==> src/rtl/enemy_fire_arbiter.sv <==
// enemy_fire_arbiter
//   Chooses which enemy column fires the single enemy bullet. Columns are
//   picked round-robin. While the bullet is in flight no other column is
//   granted, and after the bullet ends a cooldown counted in frames must pass
//   before the next shot.
//
// Ports
//   clk_i          system clock
//   reset_i        asynchronous active-high reset
//   enable_i       game running; low parks the arbiter in IDLE
//   frame_i        one-cycle pulse per video frame (cooldown timebase)
//   req_i          per-column fire request (level, not latched)
//   bullet_done_i  one-cycle pulse: the active enemy bullet has ended
//   grant_o        one-hot, one-cycle grant pulse
//   grant_id_o     index of the last granted column, held between grants
//   busy_o         enemy bullet in flight
//   state_o        debug state: IDLE=0, ARB=1, FLIGHT=2, COOLDOWN=3
//
// Build option
//   ENEMY_FIRE_LFSR_EN: when defined, an 8-bit LFSR (x^8+x^6+x^5+x^4+1,
//   seed 8'hA5) randomises the search start whenever its low nibble names a
//   real column. When undefined the arbiter is pure round-robin.

module enemy_fire_arbiter #(
  parameter int num_columns_p     = 8,
  parameter int cooldown_frames_p = 30
) (
  input  logic                     clk_i,
  input  logic                     reset_i,
  input  logic                     enable_i,
  input  logic                     frame_i,
  input  logic [num_columns_p-1:0] req_i,
  input  logic                     bullet_done_i,
  output logic [num_columns_p-1:0] grant_o,
  output logic [3:0]               grant_id_o,
  output logic                     busy_o,
  output logic [1:0]               state_o
);

  typedef enum logic [1:0] {
    IDLE     = 2'd0,
    ARB      = 2'd1,
    FLIGHT   = 2'd2,
    COOLDOWN = 2'd3
  } state_t;

  localparam logic [3:0] last_idx_c = 4'(num_columns_p - 1);
  localparam logic [4:0] num_cols_c = 5'(num_columns_p);
  localparam logic [7:0] cooldown_c = 8'(cooldown_frames_p);

  state_t                   state_reg, state_next;
  logic [3:0]               pointer_reg, pointer_next;
  logic [7:0]               count_reg, count_next;
  logic [num_columns_p-1:0] grant_reg, grant_next;
  logic [3:0]               grant_id_reg, grant_id_next;

  logic [3:0]               search_start;
  logic [15:0]              req_pad;
  logic [4:0]               scan_idx;
  logic [3:0]               pick;
  logic                     pick_valid;
  logic [num_columns_p-1:0] pick_onehot;

`ifdef ENEMY_FIRE_LFSR_EN
  logic [7:0] lfsr_reg;
  logic       lfsr_fb;

  assign lfsr_fb = lfsr_reg[7] ^ lfsr_reg[5] ^ lfsr_reg[4] ^ lfsr_reg[3];

  always_ff @(posedge clk_i or posedge reset_i) begin
    if (reset_i) begin
      lfsr_reg <= 8'hA5;
    end else begin
      lfsr_reg <= {lfsr_reg[6:0], lfsr_fb};
    end
  end

  // A nibble naming a nonexistent column falls back to the round-robin pointer,
  // so the search start is always a valid column index.
  assign search_start = ({1'b0, lfsr_reg[3:0]} < num_cols_c) ? lfsr_reg[3:0] : pointer_reg;
`else
  assign search_start = pointer_reg;
`endif

  // Widen the request vector to 16 bits so the scan can index with a fixed
  // 4-bit index for any column count.
  always_comb begin
    req_pad                    = '0;
    req_pad[num_columns_p-1:0] = req_i;
  end

  // Circular scan starting at search_start; the first set request wins.
  // search_start < num_columns_p, so one subtraction is enough to wrap.
  always_comb begin
    pick       = '0;
    pick_valid = 1'b0;
    scan_idx   = '0;
    for (int i = 0; i < num_columns_p; i++) begin
      scan_idx = {1'b0, search_start} + 5'(i);
      if (scan_idx >= num_cols_c) begin
        scan_idx = scan_idx - num_cols_c;
      end
      if (!pick_valid && req_pad[scan_idx[3:0]]) begin
        pick_valid = 1'b1;
        pick       = scan_idx[3:0];
      end
    end
  end

  for (genvar gi = 0; gi < num_columns_p; gi++) begin : g_onehot
    assign pick_onehot[gi] = (pick == 4'(gi));
  end

  always_ff @(posedge clk_i or posedge reset_i) begin
    if (reset_i) begin
      state_reg    <= IDLE;
      pointer_reg  <= '0;
      count_reg    <= '0;
      grant_reg    <= '0;
      grant_id_reg <= '0;
    end else begin
      state_reg    <= state_next;
      pointer_reg  <= pointer_next;
      count_reg    <= count_next;
      grant_reg    <= grant_next;
      grant_id_reg <= grant_id_next;
    end
  end

  always_comb begin
    state_next    = state_reg;
    pointer_next  = pointer_reg;
    count_next    = count_reg;
    grant_next    = '0;
    grant_id_next = grant_id_reg;
    case (state_reg)
      IDLE: begin
        if (enable_i) begin
          state_next = ARB;
        end
      end
      ARB: begin
        if (!enable_i) begin
          state_next = IDLE;
        end else if (pick_valid) begin
          grant_next    = pick_onehot;
          grant_id_next = pick;
          pointer_next  = (pick == last_idx_c) ? 4'd0 : pick + 4'd1;
          state_next    = FLIGHT;
        end
      end
      FLIGHT: begin
        // Dropping enable_i does not abort the bullet; only bullet_done_i ends it.
        // A frame pulse in this cycle is not counted because the counter is
        // loaded rather than decremented here.
        if (bullet_done_i) begin
          if (!enable_i) begin
            state_next = IDLE;
          end else if (cooldown_c == 8'd0) begin
            state_next = ARB;
          end else begin
            state_next = COOLDOWN;
            count_next = cooldown_c;
          end
        end
      end
      COOLDOWN: begin
        if (!enable_i) begin
          state_next = IDLE;
          count_next = '0;
        end else if (frame_i) begin
          if (count_reg <= 8'd1) begin
            state_next = ARB;
            count_next = '0;
          end else begin
            count_next = count_reg - 8'd1;
          end
        end
      end
      default: begin
        state_next = IDLE;
      end
    endcase
  end

  assign grant_o    = grant_reg;
  assign grant_id_o = grant_id_reg;
  assign busy_o     = (state_reg == FLIGHT);
  assign state_o    = state_reg;

endmodule

==> config.mk <==
export PLATFORM = sky130hd
export DESIGN_NAME = enemy_fire_arbiter
export DESIGN_NICKNAME = d
export VERILOG_FILES = /design/src/rtl/enemy_fire_arbiter.sv
export SDC_FILE = /design/constraint.sdc
export NUM_CORES = 1
export LEC_CHECK = 0
export BUFFER_PORTS_ARGS = -buffer_cell sky130_fd_sc_hd__buf_4
export CORE_ASPECT_RATIO = 0.5
export CORE_MARGIN = 4
export CORE_UTILIZATION = 30
export DETAILED_ROUTE_END_ITERATION = 16
export GPL_ROUTABILITY_DRIVEN = 0
export SYNTH_ARGS = -nofsm -noshare
export SYNTH_HDL_FRONTEND = slang
export SYNTH_SLANG_ARGS = --single-unit
==> constraint.sdc <==
create_clock -name clk_i -period 3.68 [get_ports clk_i]
set_input_delay 0.736 -clock clk_i [delete_from_list [all_inputs] [get_ports clk_i]]
set_output_delay 0.736 -clock clk_i [all_outputs]
set_load 0.02 [all_outputs]
# Word-level counts from Yosys, hierarchy flattened
# Index checks and enable logic that the tools add are counted.
[word_totals] in_bits=13 out_inout_bits=15 elab_cells=134 regBits=26
[op_classes] mux=59 n_addsub=17 order_cmp=17 n_reduce_logical=20 n_eq_ne=16
[ops] operator="4-bit 2-to-1 mux" count=17
[ops] operator="8-bit 2-to-1 mux" count=8
[ops] operator="4-bit by 5-bit < comparator with 1-bit output, second input constant" count=8
[ops] operator="5-bit by 4-bit greater-or-equal comparator with 1-bit output, second input constant" count=7
[ops] operator="1-bit binary-select mux with 4-bit select" count=8
[ops] operator="4-bit subtractor, second input constant" count=8
[ops] operator="4-bit by 3-bit adder with 5-bit output, second input constant" count=4
[ops] operator="4-bit by 3-bit == test with 1-bit output, second input constant" count=4
[ops] operator="1-bit 2-to-1 mux" count=16
[ops] operator="2-bit 2-to-1 mux" count=8
[ops] operator="8-bit case mux with 2 select lines" count=1
[ops] operator="4-bit by 2-bit adder with 5-bit output, second input constant" count=2
[ops] operator="3-bit != test, second input constant" count=3
[ops] operator="4-bit by 2-bit == test with 1-bit output, second input constant" count=2
[ops] operator="8-bit by 1-bit <= comparator with 1-bit output, second input constant" count=1
[ops] operator="2-bit case mux with 4 select lines" count=1
[ops] operator="8-bit by 1-bit subtractor with 8-bit output, second input constant" count=1
[ops] operator="1-bit logical AND" count=7
[ops] operator="1-bit logical NOT" count=7
[ops] operator="2-bit != test, second input constant" count=3
[ops] operator="4-bit by 1-bit adder with 5-bit output, second input constant" count=1
[ops] operator="5-bit AND reduction" count=1
[ops] operator="4-bit by 1-bit adder with 4-bit output, second input constant" count=1
[ops] operator="2-bit == test, second input constant" count=2
[ops] operator="other kinds (8)" count=8

# Longest topological paths before layout
# Gate-level depths: netlist of run 1.
[depth] word_depth=30 ltp_mapped=17

# Least setup slack after synthesis of run 1
# Ideal clock, no wire load.
[synth_path] path_kind="flip-flop to flip-flop" startpoint="register pointer_reg[0]" endpoint="register pointer_reg[3]" stages_incl_launch_ff=18 n_path_buf=3 setup_ns=0.101 arrival_time_ns=3.507 setup_slack_ns=0.072 period_less_slack_ns=3.608 cell_sequence="dfrtp_1 -> buf_6 -> buf_4 -> inv_1 -> ha_1 -> clkbuf_1 -> mux4_2 -> mux2_2 -> o21ai_0 -> inv_1 -> nand3_1 -> mux2i_1 -> nor3_1 -> inv_1 -> ha_1 -> nor2_1 -> o211ai_1 -> o32ai_1"
[synth_between] elab_chain_len=28
[synth_rtl] item="start: declaration" line_no="52" rtl="logic [3:0] pointer_reg, pointer_next;"
[synth_rtl] item="start signal: assignment" line_no="123" rtl="pointer_reg <= pointer_next;"
[synth_rtl] item="branches (longest 25 deep; another with 4-bit by 1-bit adder with 5-bit output)"
[synth_rtl] item="4-bit 2-to-1 mux *" line_no="103" rtl="if (!pick_valid && req_pad[scan_idx[3:0]]) begin"
[synth_rtl] item="via pick[1]" line_no="60" rtl="logic [3:0] pick;"
[synth_rtl] item="4-bit by 1-bit adder with 4-bit output / 4-bit by 3-bit == test with 1-bit output (equally long branches)" line_no="148" rtl="pointer_next = (pick == last_idx_c) ? 4'd0 : pick + 4'd1;"
[synth_rtl] item="4-bit 2-to-1 mux *" line_no="148"
# Mark *: on every way through the listed nets, which the timed path passes. The select of a mux whose other input is x is not followed.
# A chain may end at the register's enable or synchronous reset.

# Worst setup path in the final report of run 1
[layout_path] startpoint="register pointer_reg[1]" endpoint="register pointer_reg[2]"
# Same word-level chain as after synthesis.

==> results.ini, run 1 <==
[critical_path]
reg2reg_slack_ps=250
reg2regPathDepth=14
worstSetupEndpointType=register
arrival_ps=3550
rr_endpoint=pointer_reg[2]
startpoint_type=register
critPathMaxFanout=11
rr_startpoint=pointer_reg[1]
worstSetupPathType=reg -> reg
required_ps=3800

[timing]
grt_setup_unrepaired=yes
setup_tns_ps=0
min_period_ps=3430
final-setup-viol-count=0
drv_slew=0
fmax_mhz=291
slew_headroom_pct=33.8
fin_crit_sh_pct=93.3
fin_skew_ps=1.50
worstMarginPinSlew_ps=980
hold_violations=0

[logic_synthesis]
ys.flop_type=dfrtp_1
syn-num-nets=292
synthTopCellsByArea=dfrtp_1 28%, ha_1 8.6%, mux4_2 5.8%
ys_ff_latch=26
netlist.area_leader.share_pct=28.0
yosysUniqueCellTypes=53
synth-seq-area-share_pct=28.0
synth.largest_area_cell=dfrtp_1
synth_edf_count=0
syn_inst=263
async_flop_share_pct=100
syn_area_sq_um=2320
avgSynthCellArea_sq_um=8.83
ys.warnings.count=0

[routing]
route.detailed.drc=0
num_vias=2088
drt_wl_total_microns=5890
vias_per_cell=5.34
wl_per_cell_microns=15.1
drt_iter0_drc=146
drt.antenna.violating_nets=0
dr.pass1.iters=4

[cts]
clk_pin_slew_worst_paths_ps=60
cts_sinks=26
cts_buffers=3
clkLatencyLatePin_ps=260
ctsHtreeMaxLevel=1
cts_max_path_buffers=2
cts_tree=done
ctsRootBufferMaster=clkbuf_16

[grt]
busiest_layer=met2
grt-ovfl-total=0
met2_usage_pct=20.6
grt_use_total_pct=12.7
grt_pass1_vias=2033
grt_max_degree=27
met1_usage_pct=17.9
grt_pass1_wl_microns=9920
antenna_found_initial=0
use_met3_pct=1.58

[placed_design]
port_buffers=27
dpl-instance-area_sq_um=2660
dp.cells=385
dp_hpwl_microns=4650

[power]
finalPower_uw=2840
power_leakage_uw=0.00125
p_per_area_nw_per_um2=1020
peakVddDrop_uv=376

[min_path]
min_delay_worst_endpoint=grant_id_o[0]
hold_class=reg -> reg
hold_start=grant_id_o[0]
min_path_cells=2

[cells_and_area]
finalNetCount=325
area_delta_synth_final_pct=19.5
fin_area_sq_um=2770
drive_above_1_share_pct=22.0
diodes=0
final_cells=391

[floorplanning]
dieArea_sq_um=9290
core_area_sq_um=7430
die_y_microns=70.2
rows=22
pin_count=28
start_util_pct=31.2
dieWidth_microns=132

[run_status]
status=completed

[flow_run]
drv_cap=0

-- final cells by class --
type | count | area, sq um
Fill cell | 751 | 4660
Timing Repair Buffer | 38 | 285
Multi-Input combinational cell | 205 | 1550
Tap cell | 96 | 120
Clock buffer | 4 | 88.8
Inverter | 22 | 82.6
Sequential cell | 26 | 651
-- layout by cell type (no fill, tap or decap), drive strengths merged, types with 8 or more instances in the layout --
cell type / count
nor3: 11
ha: 16
nor2: 18
dfrtp: 26
inv: 22
a21oi: 14
o21ai: 13
buf: 38
nand2: 25
nand3: 8
-- logic make-up after synthesis --
family          synth area share, %
mux                            11.3
flops                          28.0
fa+ha+maj                      8.63
simple gates                   20.4
compound gates                 23.1
xor+xnor                       2.64
buf+inv                        5.93
-- worst max-delay path, cell delays in order (launching register included) --
cell       delay, ps
dfrtp_1          380
buf_4            190
ha_1             250
a21oi_1          170
mux2i_1          490
a211oi_1         140
a2111oi_4        500
nand4_1          260
mux2i_1          180
nor3_1            90
inv_1             90
ha_1             220
nor2_1            60
o211ai_1         120
o221ai_1         150
-- what timing repair did --
item | 4_1_cts | 5_1_grt
resized for setup | 0 | 3
hold buffers | 0 | 0
setup buffers | 0 | 2
endpoints found under the hold margin | 0 | 0
endpoints found under the setup margin | 0 | 2
-- worst max-delay path by stage --
stage | from | endpoint | slack [ps] | cells after the start
6_report | pointer_reg[1] | pointer_reg[2] | 250 | 14
5_1_grt | pointer_reg[1] | pointer_reg[3] | -20 | 14
4_1_cts | pointer_reg[2] | pointer_reg[3] | 130 | 14
3_5_place_dp | pointer_reg[2] | pointer_reg[3] | 160 | 14
3_3_place_gp | pointer_reg[2] | pointer_reg[3] | 190 | 14
2_1_floorplan | pointer_reg[0] | pointer_reg[3] | 70 | 17
-- Yosys cell counts (all sizes together) (6+ instances only) --
cell and instances:
nand3 8, o211ai 7, inv 22, and3 6, nand2 25, a21oi 14, nor2 18, ha 16
o21ai 13, o31ai 6, dfrtp 26, nor3 11, mux4 7
-- metal layers --
layer,vias up,wire length (microns)
met1,1010,2910
met4,0,70
met3,6,239
met2,44,2670
met5,-,0
li1,1028,-
-- per-stage QoR --
stage               setup slack, ps  utilization [%]  hold WS, ps
floorplan                      72.1                -          493
finish                          248             37.3          485
detailed placement              163             35.7          475
global placement                192             35.7          467
global route                  -23.1             37.3          520
CTS                             130             36.9          489
-- where the power goes --
| part | internal, uW | switching (uW) | leakage [uW] |
|---|---|---|---|
| clock network | 166 | 96.2 | 0.0000442 |
| logic | 893 | 1230 | 0.000867 |
| registers | 373 | 86.3 | 0.000336 |
(Power assumes the default switching activity.)
==> run 2, diff against run 1 <==
--- a/config.mk
+++ b/config.mk
@@ -8,5 +8,4 @@
 export BUFFER_PORTS_ARGS = -buffer_cell sky130_fd_sc_hd__buf_4
 export CORE_ASPECT_RATIO = 0.5
-export CORE_MARGIN = 4
 export CORE_UTILIZATION = 30
 export DETAILED_ROUTE_END_ITERATION = 16
==> constraint.sdc (replaced) <==
create_clock -name clk_i -period 3.68 [get_ports clk_i]
set_input_delay 0.368 -clock clk_i [delete_from_list [all_inputs] [get_ports clk_i]]
set_output_delay 0.368 -clock clk_i [all_outputs]
set_load 0.02 [all_outputs]
==> run 2 against run 1 <==
  * Via count is 0.48% higher
  * Clock-buffer cell count is 1 lower
  * Wire length hardly changed
  * Global-route usage is 2.3 points higher
  * Clock skew is 4.1 ps higher
  * Critical path depth stayed put
  * Largest power group unchanged
  * Core utilization is 0.39 points higher
  * Largest cell class unchanged
  * Flip-flop and latch count stayed put
  * Sequential share of layout area is 0.068 points lower
  * Register-to-register slack better by 20 ps
  * Clock power is 21% higher
==> results.ini, run 2 (synthesis gave the netlist of run 1 again) <==
[cells_and_area]
drive_above_1_share_pct=22.7  ; +0.68 points
nFillCells=756  ; +0.67%
fin_area_sq_um=2790  ; +0.68%
final_cells=391  ; unchanged
diodes=0  ; unchanged
final_cell_mix=38 x buf_4, 25 x nand2_1, 24 x dfrtp_1
area_delta_synth_final_pct=20.3
finalNetCount=325  ; unchanged
layout_commonest_cell=buf_4

[placed_design]
dp_hpwl_microns=4500  ; -3.2%
dp.cells=384  ; -0.26%
port_buffers=27  ; unchanged
dpl-instance-area_sq_um=2650  ; -0.28%

[grt]
grt_max_degree=27  ; unchanged
grt_use_total_pct=15.0  ; +2.3 points
grt_pass1_wl_microns=9710  ; -2.2%
grt_pass1_vias=1975  ; -2.9%
grt-ovfl-total=0  ; unchanged
antenna_found_initial=0  ; unchanged

[routing]
wl_met1_microns=2830  ; -2.6%
num_vias=2098  ; +0.48%
dr.max_layer_used=met4
drt.antenna.violating_nets=0  ; unchanged
route.detailed.drc=0  ; unchanged
vias_per_cell=5.37  ; +0.48%
dr.pass1.iters=4  ; unchanged
drt_iter0_drc=201  ; +38%
wl_met3_microns=342  ; +43%
drt_wl_total_microns=5890  ; about the same
route.met2.wl_microns=2630  ; -1.3%
wl_per_cell_microns=15.1  ; about the same

[critical_path]
worstSetupPathType=reg -> reg
worstSetupEndpointType=register
arrival_ps=3540  ; about the same
required_ps=3800  ; about the same
critPathMaxFanout=9  ; -2
startpoint_type=register
reg2reg_slack_ps=270  ; +20 ps

[cts]
cts_max_path_buffers=2  ; unchanged
clkLatencyLatePin_ps=260  ; about the same
ctsRootBufferMaster=clkbuf_16
ctsHtreeMaxLevel=1  ; unchanged
cts_tree=done
clk_pin_slew_worst_paths_ps=70  ; about the same
cts_buffers=3  ; unchanged
cts_sinks=26  ; unchanged
ctsHoldBuffers=0  ; unchanged

[floorplanning]
die_y_microns=64.2  ; -8.5%
dieArea_sq_um=8110  ; -13%
pin_count=28  ; unchanged
rows=22  ; unchanged
core_area_sq_um=7400  ; -0.37%
start_util_pct=31.3  ; +0.12 points
dieWidth_microns=126  ; -4.5%

[timing]
drv_slew=0  ; unchanged
fin_skew_ps=5.63  ; +4.13 ps
worstMarginPinSlew_ps=983  ; +2.96 ps
slew_headroom_pct=34.4  ; +0.59 points
min_period_ps=3410  ; -21.3 ps
fmax_mhz=293  ; +0.63%
fin_crit_sh_pct=92.7  ; -0.58 points
setup_tns_ps=0  ; unchanged
grt_setup_unrepaired=no
final-setup-viol-count=0  ; unchanged
hold_violations=0  ; unchanged

[min_path]
hold_class=in -> async

[power]
power_leakage_uw=0.00124  ; -0.48%
swShare_pct=48.9  ; -0.71 points
peakVddDrop_uv=335  ; -11%
p_comb_share_pct=73.1  ; -1.5 points
p_int_uw=1480  ; +3.0%
p_per_area_nw_per_um2=1030  ; +0.86%
clockPowerShare_pct=11.0  ; +1.8 points
p_seq_share_pct=16.0  ; -0.2 points
finalPower_uw=2890  ; +1.5%
p_sw_uw=1410  ; about the same

[flow_run]
drv_cap=0  ; unchanged

[run_status]
status=completed

[run 2: cell types whose count changed in the layout (fill, tap and decap cells not counted)]
cell	change
o31ai_1	+1
inv_1	-1
bufinv_16	+1
mux2i_1	-1
o31ai_2	-1
clkinvlp_4	+1
ha_2	-1
dfrtp_1	-2
dfrtp_2	+2
ha_1	+1
clkbuf_8	-1
mux2i_2	+1
[run 2: power by group through the flow]
stage	registers (uW)	clock network, uW	logic [uW]
floorplan	493	0	1470
global placement	461	0	2020
detailed placement	462	0	2050
CTS	458	323	2050
global route	480	336	2300
finish	461	316	2110
[run 2: through the flow]
step	hold slack, ps	utilization, %	setup slack, ps
finish	341	37.7	269
global route	400	37.7	3.13
CTS	394	37.2	63.1
detailed placement	475	35.8	58.5
global placement	472	35.8	177
floorplan	408	-	72.1
[run 2: cell type report]
| class | instances | area [sq um] | share of cell area (%) |
|---|---|---|---|
| well taps | 96 | 120 | 4.30 |
| clock buffers | 3 | 75.1 | 2.69 |
| clock inverters | 1 | 30.0 | 1.08 |
| repair buffers | 38 | 285 | 10.2 |
| inverters | 22 | 86.3 | 3.09 |
| multi-input cells | 205 | 1540 | 55.2 |
| flip-flops and latches | 26 | 653 | 23.4 |
[run 2: layer usage]
metal | track usage (%) | up-vias
li1 | - | 1029
met3 | 2.35 | 8
met5 | 0 | -
met1 | 20.3 | 999
met4 | 5.12 | 0
met2 | 24.4 | 62
[run 2: repair_timing]
| action | in CTS | in global routing |
|---|---|---|
| setup buffers | 0 | 3 |
| endpoints found under the setup margin | 0 | 11 |
| gates resized for setup | 0 | 5 |
| hold endpoints to repair | 0 | 0 |
[run 2: final timing paths]
| path | startpoint | end | cells after the start |
|---|---|---|---|
| setup / recovery | pointer_reg[0] | pointer_reg[2] | 14 |
| hold / removal | reset_i | count_reg[2] | 2 |
| setup reg to reg | pointer_reg[0] | pointer_reg[2] | 14 |
| hold reg to reg | grant_id_o[0] | grant_id_o[0] | 2 |
| max in group asynchronous | reset_i | pointer_reg[2] | 2 |
| min in group clk_i | enable_i | state_o[1] | 3 |
[run 2: worst max-delay path, stage by stage, from the launching register on]
cell and delay, ps:
dfrtp_1 350, inv_1 80, ha_1 470, mux4_2 400, o2111ai_1 140, nand4_2 230
nor3b_4 430, nand4_1 240, mux2i_1 180, nor3_1 90, inv_1 100, ha_1 210
nor2_1 70, o211ai_1 120, o221ai_1 150
==> run 3, diff against run 2 <==
- CORE_MARGIN: default -> 1.5
==> run 3 against run 2 <==
  * Flip-flop and latch count unchanged
  * Die area increased by 2.4%
  * Wire length increased by 0.10%
  * Critical path depth increased by 1
  * Sequential power about the same
==> results.ini, run 3 (synthesis gave the netlist of run 1 again) <==
[run_status]
status=completed

[placed_design]
dp_hpwl_microns=4570  ; +1.7%
port_buffers=27  ; unchanged

[timing]
hold_ws_ps=342  ; +1.54 ps
worstMarginPinSlew_ps=976  ; -6.96 ps
final-setup-viol-count=0  ; unchanged
slew_headroom_pct=34.9  ; +0.46 points
drv_slew=0  ; unchanged
setup_tns_ps=0  ; unchanged
fmax_mhz=293  ; -0.22%
fin_crit_sh_pct=92.9  ; +0.20 points
fin_skew_ps=1.24  ; -4.39 ps
hold_violations=0  ; unchanged
min_period_ps=3420  ; +7.50 ps

[floorplanning]
die_y_microns=65.2  ; +1.6%
dieArea_sq_um=8310  ; +2.4%
start_util_pct=31.3  ; unchanged
pin_count=28  ; unchanged
rows=22  ; unchanged
core_area_sq_um=7400  ; unchanged
dieWidth_microns=127  ; +0.79%

[critical_path]
reg2regPathDepth=15  ; +1
cp_slowest_cell=ha_1
critPathMaxFanout=7  ; -2
max_stage_delay_ps=460  ; about the same
reg2reg_slack_ps=260  ; about the same
cp_top_family=simple AND/OR/NAND/NOR gates
startpoint_type=register
rr_endpoint=pointer_reg[3]
cp_common_cell=inv_1
rr_startpoint=pointer_reg[1]
critPathBufInv=4  ; +2
crit_chain=inv_1 > ha_1 > mux4_2 > inv_1 > nor3_1 > a2111oi_4 > buf_4 > nand3_1 > mux2i_1 > nor3_1 > inv_1 > ha_1 > nor2_1 > o211ai_1 > o32ai_1
arrival_ps=3580  ; +40 ps
crit_cells=15  ; +1
worstSetupEndpointType=register
required_ps=3840  ; +40 ps
worstSetupPathType=reg -> reg

[cells_and_area]
register_area_sq_um=653  ; unchanged
diodes=0  ; unchanged
multi_input_area_sq_um=1550  ; +0.32%
finalNetCount=327  ; +0.62%
layout_commonest_cell=buf_4
drive_above_1_share_pct=23.3  ; +0.60 points
nFillCells=750  ; -0.79%
final_cell_mix=40 x buf_4, 25 x nand2_1, 24 x dfrtp_1
area_delta_synth_final_pct=19.8

[min_path]
hold_class=in -> async

[cts]
cts_max_path_buffers=2  ; unchanged
clk_pin_slew_worst_paths_ps=60  ; about the same
ctsRootBufferMaster=clkbuf_16
clkLatencyLatePin_ps=260  ; about the same
cts_sinks=26  ; unchanged
cts_buffers=3  ; unchanged
ctsHoldBuffers=0  ; unchanged
ctsHtreeMaxLevel=1  ; unchanged
cts_tree=done

[grt]
grt_pass1_wl_microns=9700  ; about the same
grt-ovfl-total=0  ; unchanged
grt_max_degree=27  ; unchanged
grt_use_total_pct=14.6  ; -0.44 points
grt_pass1_vias=2011  ; +1.8%
antenna_found_initial=0  ; unchanged

[routing]
vias_per_cell=5.42  ; +1.0%
route.detailed.drc=0  ; unchanged
drt_iter0_drc=167  ; -17%
wl_per_cell_microns=15.0  ; -0.15%
dr.pass1.iters=4  ; unchanged
num_vias=2125  ; +1.3%
drt.antenna.violating_nets=0  ; unchanged
drt_wl_total_microns=5900  ; +0.10%

[power]
peakVddDrop_uv=346  ; +3.2%
power_leakage_uw=0.00124  ; -0.22%
p_per_area_nw_per_um2=1030  ; -0.33%

[flow_run]
drv_cap=0  ; unchanged

==> run 3: changes by cell type in the layout (fill, tap and decap cells not counted) <==
cell       previous run  this run
a211oi_1              2         1
buf_4                38        40
bufinv_16             1         0
a211oi_2              0         1
==> run 3: what timing repair did <==
action	4_1_cts	5_1_grt
resized for setup	0	6
endpoints found under the setup margin	0	10
setup buffers	0	5
==> run 3: how the worst max path moves through the flow <==
stage	from	endpoint
3_3_place_gp	pointer_reg[2]	pointer_reg[3]
3_5_place_dp	pointer_reg[2]	pointer_reg[3]
6_report	pointer_reg[1]	pointer_reg[3]
5_1_grt	pointer_reg[0]	pointer_reg[3]
2_1_floorplan	pointer_reg[0]	pointer_reg[3]
4_1_cts	pointer_reg[2]	pointer_reg[3]
==> run 3: metal layers <==
metal  GRT usage (%)  routed length [microns]  up-vias  share of wire (%)
met3            2.44                      298       10                5.1
met4            4.83                       85        0                1.4
met1            19.4                     2790     1016                 47
li1                -                        -     1034                  -
met2            24.2                     2720       65                 46
met5               0                        0        -                  0
==> run 3: where the power goes <==
| part | leakage, uW | switching, uW | total [uW] | internal (uW) |
|---|---|---|---|---|
| clock network | 0.0000370 | 92.3 | 236 | 144 |
| registers | 0.000334 | 89.0 | 464 | 375 |
| logic | 0.000868 | 1230 | 2170 | 932 |
==> run 3: final cells by class <==
type	instances	share of cell area, %
well taps	96	4.32
inverters	22	3.10
repair buffers	40	10.8
clock buffers	3	2.70
multi-input cells	205	55.6
flip-flops and latches	26	23.5
==> run 3: stage by stage <==
stage	util (%)	cell area, sq um	worst slack [ps]	total power, uW	cells
finish	37.6	2780	262	2870	392
global route	37.6	2780	-15.5	3130	392
CTS	36.8	2720	3.11	2770	387
detailed placement	35.8	2650	9.68	2520	384
global placement	35.8	2650	148	2480	384
floorplan	-	2320	72.1	1960	263
